## src/rtl/data_mem_ctrl_pkg.sv

```systemverilog
// Shared types and encodings for the data-memory arbiter and its lane formatter.
package data_mem_ctrl_pkg;

  typedef enum logic [1:0] {
    OpLoad    = 2'b00,
    OpStore   = 2'b01,
    OpAmoAdd  = 2'b10,
    OpAmoSwap = 2'b11
  } op_t;

  typedef enum logic [1:0] {
    SizeByte  = 2'b00,
    SizeHalf  = 2'b01,
    SizeWord  = 2'b10,
    SizeWordX = 2'b11
  } size_t;

  typedef enum logic [1:0] {
    StIdle   = 2'b00,
    StAccess = 2'b01,
    StAmoWb  = 2'b10
  } state_t;

  localparam logic [3:0] WE_BYTE = 4'b0001;
  localparam logic [3:0] WE_HALF = 4'b0011;
  localparam logic [3:0] WE_WORD = 4'b1111;
  localparam logic [2:0] RE_BYTE = 3'b000;
  localparam logic [2:0] RE_WORD = 3'b111;

endpackage

```

## src/rtl/mem_lane_fmt.sv

```systemverilog
// Combinational byte-lane formatter: write enables/lane data from size, and
// sign/zero extension of read data.
module mem_lane_fmt
  import data_mem_ctrl_pkg::*;
(
  input  logic [1:0]  size_i,
  input  logic        unsigned_i,
  input  logic [31:0] wdata_i,
  input  logic [31:0] rd_i,
  output logic [3:0]  we_o,
  output logic [7:0]  wd1_o,
  output logic [7:0]  wd2_o,
  output logic [7:0]  wd3_o,
  output logic [7:0]  wd4_o,
  output logic [31:0] rdata_o
);

  assign wd1_o = wdata_i[7:0];
  assign wd2_o = wdata_i[15:8];
  assign wd3_o = wdata_i[23:16];
  assign wd4_o = wdata_i[31:24];

  always_comb begin
    we_o    = WE_WORD;
    rdata_o = rd_i;
    case (size_t'(size_i))
      SizeByte: begin
        we_o    = WE_BYTE;
        rdata_o = {{24{~unsigned_i & rd_i[7]}}, rd_i[7:0]};
      end
      SizeHalf: begin
        we_o    = WE_HALF;
        rdata_o = {{16{~unsigned_i & rd_i[15]}}, rd_i[15:0]};
      end
      default: ;
    endcase
  end

endmodule

```

## src/rtl/data_mem_arbiter.sv

```systemverilog
// Two-requester round-robin front end for the byte-addressed data memory,
// sequencing loads, stores and atomic read-modify-writes.
module data_mem_arbiter
  import data_mem_ctrl_pkg::*;
#(
  parameter int unsigned ADDRESS_WIDTH = 32,
  parameter int unsigned DATA_WIDTH    = 32
) (
  input  logic                     clk,
  input  logic                     rst_n,
  input  logic                     r0_valid,
  output logic                     r0_ready,
  input  logic [1:0]               r0_op,
  input  logic [1:0]               r0_size,
  input  logic                     r0_unsigned,
  input  logic [ADDRESS_WIDTH-1:0] r0_addr,
  input  logic [DATA_WIDTH-1:0]    r0_wdata,
  output logic                     r0_rsp_valid,
  output logic [DATA_WIDTH-1:0]    r0_rsp_rdata,
  input  logic                     r1_valid,
  output logic                     r1_ready,
  input  logic [1:0]               r1_op,
  input  logic [1:0]               r1_size,
  input  logic                     r1_unsigned,
  input  logic [ADDRESS_WIDTH-1:0] r1_addr,
  input  logic [DATA_WIDTH-1:0]    r1_wdata,
  output logic                     r1_rsp_valid,
  output logic [DATA_WIDTH-1:0]    r1_rsp_rdata,
  output logic [ADDRESS_WIDTH-1:0] mem_A,
  output logic [2:0]               mem_RE,
  output logic [3:0]               mem_WE,
  output logic [7:0]               mem_WD1,
  output logic [7:0]               mem_WD2,
  output logic [7:0]               mem_WD3,
  output logic [7:0]               mem_WD4,
  input  logic [31:0]              mem_RD
);

  state_t                   state_q, state_d;
  logic                     last_grant_q, last_grant_d;
  op_t                      op_q, op_d;
  size_t                    size_q, size_d;
  logic                     uns_q, uns_d;
  logic [ADDRESS_WIDTH-1:0] addr_q, addr_d;
  logic [DATA_WIDTH-1:0]    wdata_q, wdata_d;
  logic [DATA_WIDTH-1:0]    old_q, old_d;
  logic                     r0_rsp_valid_q, r0_rsp_valid_d, r1_rsp_valid_q, r1_rsp_valid_d;
  logic [DATA_WIDTH-1:0]    r0_rdata_q, r0_rdata_d, r1_rdata_q, r1_rdata_d;

  logic                  sel_r1, gnt_any, is_amo, rsp_fire;
  logic [DATA_WIDTH-1:0] rsp_data, amo_res, fmt_wdata, fmt_rdata;
  logic [1:0]            fmt_size;
  logic [3:0]            fmt_we;
  logic [7:0]            fmt_wd1, fmt_wd2, fmt_wd3, fmt_wd4;

  // Contention goes to the requester that did not win last; otherwise whoever asks.
  assign sel_r1   = (r0_valid && r1_valid) ? ~last_grant_q : r1_valid;
  // Gating with rst_n keeps ready low while reset is held with valid asserted.
  assign gnt_any  = (state_q == StIdle) && rst_n && (r0_valid || r1_valid);
  assign r0_ready = gnt_any && !sel_r1;
  assign r1_ready = gnt_any && sel_r1;

  assign is_amo    = op_q[1];
  assign amo_res   = (op_q == OpAmoAdd) ? old_q + wdata_q : wdata_q;
  assign fmt_size  = (state_q == StAccess && !is_amo) ? size_q : SizeWord;
  assign fmt_wdata = (state_q == StAmoWb) ? amo_res : wdata_q;

  mem_lane_fmt u_fmt (
    .size_i     (fmt_size),
    .unsigned_i (uns_q),
    .wdata_i    (fmt_wdata),
    .rd_i       (mem_RD),
    .we_o       (fmt_we),
    .wd1_o      (fmt_wd1),
    .wd2_o      (fmt_wd2),
    .wd3_o      (fmt_wd3),
    .wd4_o      (fmt_wd4),
    .rdata_o    (fmt_rdata)
  );

  always_comb begin
    mem_A   = '0;
    mem_RE  = RE_WORD;
    mem_WE  = '0;
    mem_WD1 = '0;
    mem_WD2 = '0;
    mem_WD3 = '0;
    mem_WD4 = '0;
    if (state_q == StAccess || state_q == StAmoWb) begin
      mem_A = addr_q;
      if (state_q == StAccess && !is_amo && size_q == SizeByte) mem_RE = RE_BYTE;
      if (state_q == StAmoWb || op_q == OpStore) begin
        mem_WE  = fmt_we;
        mem_WD1 = fmt_wd1;
        mem_WD2 = fmt_wd2;
        mem_WD3 = fmt_wd3;
        mem_WD4 = fmt_wd4;
      end
    end
  end

  always_comb begin
    state_d        = state_q;
    last_grant_d   = last_grant_q;
    op_d           = op_q;
    size_d         = size_q;
    uns_d          = uns_q;
    addr_d         = addr_q;
    wdata_d        = wdata_q;
    old_d          = old_q;
    r0_rdata_d     = r0_rdata_q;
    r1_rdata_d     = r1_rdata_q;
    r0_rsp_valid_d = 1'b0;
    r1_rsp_valid_d = 1'b0;
    rsp_fire       = 1'b0;
    rsp_data       = '0;
    unique case (state_q)
      StIdle: begin
        if (gnt_any) begin
          op_d         = op_t'(sel_r1 ? r1_op : r0_op);
          size_d       = size_t'(sel_r1 ? r1_size : r0_size);
          uns_d        = sel_r1 ? r1_unsigned : r0_unsigned;
          addr_d       = sel_r1 ? r1_addr : r0_addr;
          wdata_d      = sel_r1 ? r1_wdata : r0_wdata;
          last_grant_d = sel_r1;
          state_d      = StAccess;
        end
      end
      StAccess: begin
        if (is_amo) begin
          old_d   = mem_RD;
          state_d = StAmoWb;
        end else begin
          rsp_fire = 1'b1;
          rsp_data = (op_q == OpLoad) ? fmt_rdata : '0;
          state_d  = StIdle;
        end
      end
      StAmoWb: begin
        rsp_fire = 1'b1;
        rsp_data = old_q;
        state_d  = StIdle;
      end
      default: state_d = StIdle;
    endcase
    if (rsp_fire) begin
      if (last_grant_q) begin
        r1_rsp_valid_d = 1'b1;
        r1_rdata_d     = rsp_data;
      end else begin
        r0_rsp_valid_d = 1'b1;
        r0_rdata_d     = rsp_data;
      end
    end
  end

  always_ff @(posedge clk or negedge rst_n) begin
    if (!rst_n) begin
      state_q        <= StIdle;
      last_grant_q   <= 1'b1;
      op_q           <= OpLoad;
      size_q         <= SizeByte;
      uns_q          <= 1'b0;
      addr_q         <= '0;
      wdata_q        <= '0;
      old_q          <= '0;
      r0_rsp_valid_q <= 1'b0;
      r1_rsp_valid_q <= 1'b0;
      r0_rdata_q     <= '0;
      r1_rdata_q     <= '0;
    end else begin
      state_q        <= state_d;
      last_grant_q   <= last_grant_d;
      op_q           <= op_d;
      size_q         <= size_d;
      uns_q          <= uns_d;
      addr_q         <= addr_d;
      wdata_q        <= wdata_d;
      old_q          <= old_d;
      r0_rsp_valid_q <= r0_rsp_valid_d;
      r1_rsp_valid_q <= r1_rsp_valid_d;
      r0_rdata_q     <= r0_rdata_d;
      r1_rdata_q     <= r1_rdata_d;
    end
  end

  assign r0_rsp_valid = r0_rsp_valid_q;
  assign r1_rsp_valid = r1_rsp_valid_q;
  assign r0_rsp_rdata = r0_rdata_q;
  assign r1_rsp_rdata = r1_rdata_q;

endmodule

```

## config.mk

```make
export PLATFORM = sky130hd
export DESIGN_NAME = data_mem_arbiter
export DESIGN_NICKNAME = d
export VERILOG_FILES = /design/src/rtl/data_mem_ctrl_pkg.sv /design/src/rtl/mem_lane_fmt.sv /design/src/rtl/data_mem_arbiter.sv
export SDC_FILE = /design/constraint.sdc
export NUM_CORES = 1
export LEC_CHECK = 0
export CORE_ASPECT_RATIO = 0.5
export CORE_UTILIZATION = 40
export CTS_CLUSTER_SIZE = 8
export DETAILED_ROUTE_END_ITERATION = 6
export HOLD_SLACK_MARGIN = 0.02
export PLACE_DENSITY = 0.84
export SLEW_MARGIN = 5
export SYNTH_ARGS = -nofsm -noshare
export SYNTH_HDL_FRONTEND = slang
export SYNTH_SLANG_ARGS = --single-unit
```

## constraint.sdc

```tcl
create_clock -name clk -period 5.7 [get_ports clk]
set_input_delay 1.71 -clock clk [delete_from_list [all_inputs] [get_ports clk]]
set_output_delay 1.71 -clock clk [all_outputs]
set_load 0.03 [all_outputs]
```

==> results.cfg <==
[cts]
cts_tree = done
clock_path_buffers = 2
cts-hold-fix-buffers = 0
clock_latency_ps = 450
cts.clk_slew.worst_paths_ps = 70
clock-root-buffer = clkbuf_16
h-tree-depth = 4
cts_sinks = 170
cts_buffers = 17

[place]
io_buffer_count = 312
gp_congestion = 0.941
dpl.hpwl_mm = 24.8
pre_cts_slack_ps = 487

[setup_path]
critPathLaunchType = flip-flop
critPathBufInv = 1
path_class = flip-flop to primary output
cp_data_required_time_ps = 3990
end_kind = primary output
path_delay_family = compound AO/OA/AOI/OAI gates
cp_cell_sequence = ha_1 -> a211oi_2 -> nor3_1 -> nor3b_1 -> o21bai_1 -> a21o_1 -> a21oi_1 -> xnor2_1 -> a22o_1 -> clkdlybuf4s50_1
cp_slowest_cell = clkdlybuf4s50_1
worstPathArrival_ps = 3850
cp_slowest_stage_delay_ps = 710
crit_fanout = 4
worst_r2r_startpoint = state_q[1]
startpoint = wdata_q[1]

[hold_path]
min_path_type = flip-flop to flip-flop
hold_path.startpoint = r1_rsp_rdata[13]

[grt]
grt_use_total_pct = 27.9
antenna_found_initial = 1
grt_max_degree = 121
grt_pass1_vias = 8540
gr-total-overflow = 0
grt_pass1_wl_mm = 50.0

[sta]
timing.final.ws_setup_ps = 142
setup_violations = 0
hold_viol_final = 0
slew_headroom_pct = 21.6
finalSetupTns_ps = 0
clock-skew-final_ps = 16.9
max_clock_freq_mhz = 180
worst_pin_slew_ps = 1180
fin_crit_sh_pct = 97.5
slew_viol_final = 0
period_needed_ps = 5560
rsz0062_at_grt = no

[synthesis]
synthFlopType = dfrtp_1
synth_most_common_cell = dfrtp_1
synth_nets = 1194
synth.top_cell.area_share_pct = 45.4
synth-seq-cells = 170
synth_cell_types = 56
synth_area_leaders = dfrtp_1, a222oi_1, nand2_1
syn_avg_cell_area_um2 = 9.45
async_flop_share_pct = 100
ys_top_cells_by_count = dfrtp_1, nand2_1, inv_1, o21ai_0, a222oi_1
synth_edf_count = 0
synth_area_um2 = 9310
yosysSeqAreaShare_pct = 45.7
synth_cells = 985
synth_warnings = 0
yosys.area.top_type = dfrtp_1

[die]
dieWidth_um = 218
num_rows = 39
io_pins = 313
coreArea_um2 = 22800
die_area_um2 = 23900
die_y_um = 110
start_util_pct = 40.7

[status]
status = complete, but fails checks
violations = DRC

[routing]
ant_nets = 0
route.vias.total = 9099
dr.pass1.iters = 7
wl_mm = 33.8
drc = 15
drtIter0Drc = 1046
drt-vias-per-instance = 5.76
avgRoutedWirePerCell_um = 21.4

[run]
maxCapViolations = 0

[finish]
antenna_cells = 0
area_delta_synth_final_pct = 43.2
drive_gt1_share_pct = 7.78
nNetsFinal = 1468

[power]
power_density_nw_per_um2 = 658
leakagePower_nw = 6.00
ir_drop_uv = 374
## stage by stage
step	hold WS (ps)	instances	util (%)	total power, mW	instance area (um^2)
floorplan	448	985	-	5.55	9310
global placement	460	1547	55.4	7.30	12600
detailed placement	473	1547	55.4	7.37	12600
CTS	488	1579	58.2	8.70	13300
global route	506	1579	58.4	9.31	13300
finish	481	1579	58.4	8.77	13300
## sequential cells by signal, indices dropped and copies added, names as in the netlist
| register | count |
|---|---|
| old_q | 32 |
| r1_rsp_rdata | 32 |
| state_q | 2 |
| uns_q | 1 |
| r0_rsp_valid | 1 |
| r0_rsp_rdata | 32 |
| last_grant_q | 1 |
| size_q | 2 |
| op_q | 2 |
| wdata_q | 32 |
| addr_q | 32 |
| r1_rsp_valid | 1 |
## final cells by class
class                      instances  area, um^2
inverter                          84         315
clock buffer                      17         425
sequential                       170        4260
fill                            1972        9510
clock inverter                    15         220
tap                              307         384
multi-input combinational        663        4500
timing repair buffer             323        3230
## cell families after synthesis
logic type | after synthesis | synth area share, %
AO/OA/AOI/OAI | 310 | 23.6
XOR/XNOR | 27 | 2.54
adder cells (fa/ha/maj) | 35 | 4.79
buffers and inverters | 152 | 6.28
flip-flops | 170 | 45.7
multiplexers | 35 | 4.21
AND/OR/NAND/NOR | 256 | 12.8
## routing by layer
metal | vias up | part of all wire [%] | wire, um | track usage (%)
li1 | 4095 | - | - | -
met1 | 4543 | 46 | 15400 | 40.9
met2 | 430 | 44 | 14900 | 40.3
met3 | 31 | 8.7 | 2950 | 6.67
met4 | 0 | 1.5 | 523 | 8.65
met5 | - | 0 | 0 | 0
## final timing paths
path	to	slack (ps)	cells after the start
worst max-delay path	mem_WD2[7]	140	10
worst min-delay path	r1_rsp_rdata[13]	480	2
worst max register to register	r1_rsp_rdata[10]	2960	8
worst min register to register	r1_rsp_rdata[13]	480	2
max in group asynchronous	r1_rsp_rdata[2]	3370	2
min in group asynchronous	r1_rsp_valid	1220	1
## report_power, final
group	internal, mW	total (mW)	switching (mW)	leakage [nW]
Clock	0.719	1.28	0.565	0.318
Combinational	2.16	5.28	3.12	3.55
Sequential	1.73	2.21	0.480	2.13
Total	4.61	8.77	4.16	6.00
## worst reg2reg max path: cells and delay by family, from the launching register on
kind | cells | cell delay [ps]
compound gates | 3 | 520
fa+ha+maj | 1 | 190
buf+inv | 1 | 100
flops | 1 | 380
simple gates | 3 | 1450
## placed cells by master, fill, tap and decap left out, types with 3 or more instances in the layout
cell             Yosys  routed
and2_1              33      33
clkbuf_16            0      17
a22oi_1             24      24
a21o_1              14      14
a22o_1               9       9
o21ai_0             80      80
o21bai_1             5       5
o21a_1               5       5
nor2b_1              6       6
dfrtp_1            169     169
a31oi_1              3       3
nand4_1              6       6
bufinv_16            0       3
nor3_1               5       5
a21oi_1             65      64
o22ai_1              4       4
nand2_1            137     136
nor2_1              25      24
or2_2                4       4
mux2_2              33      33
a211oi_1             4       3
a21oi_2              2       3
inv_8                0       7
xor2_1              10      10
ha_1                34      34
nand2b_1            19      19
buf_4                3      13
o211ai_1             5       5
inv_1               84      84
clkdlybuf4s50_1      0     301
dlymetal6s2s_1       0       6
and3_1               4       3
xnor2_1             17      17
nand3_1              9       9
a222oi_1            69      69
## timing repair
item	4_1_cts	5_1_grt
setup endpoints to repair	1	9
setup buffers	0	0
gates resized for setup	1	10
pin swaps	0	0
Note: power is estimated with default switching activity, not from simulation.
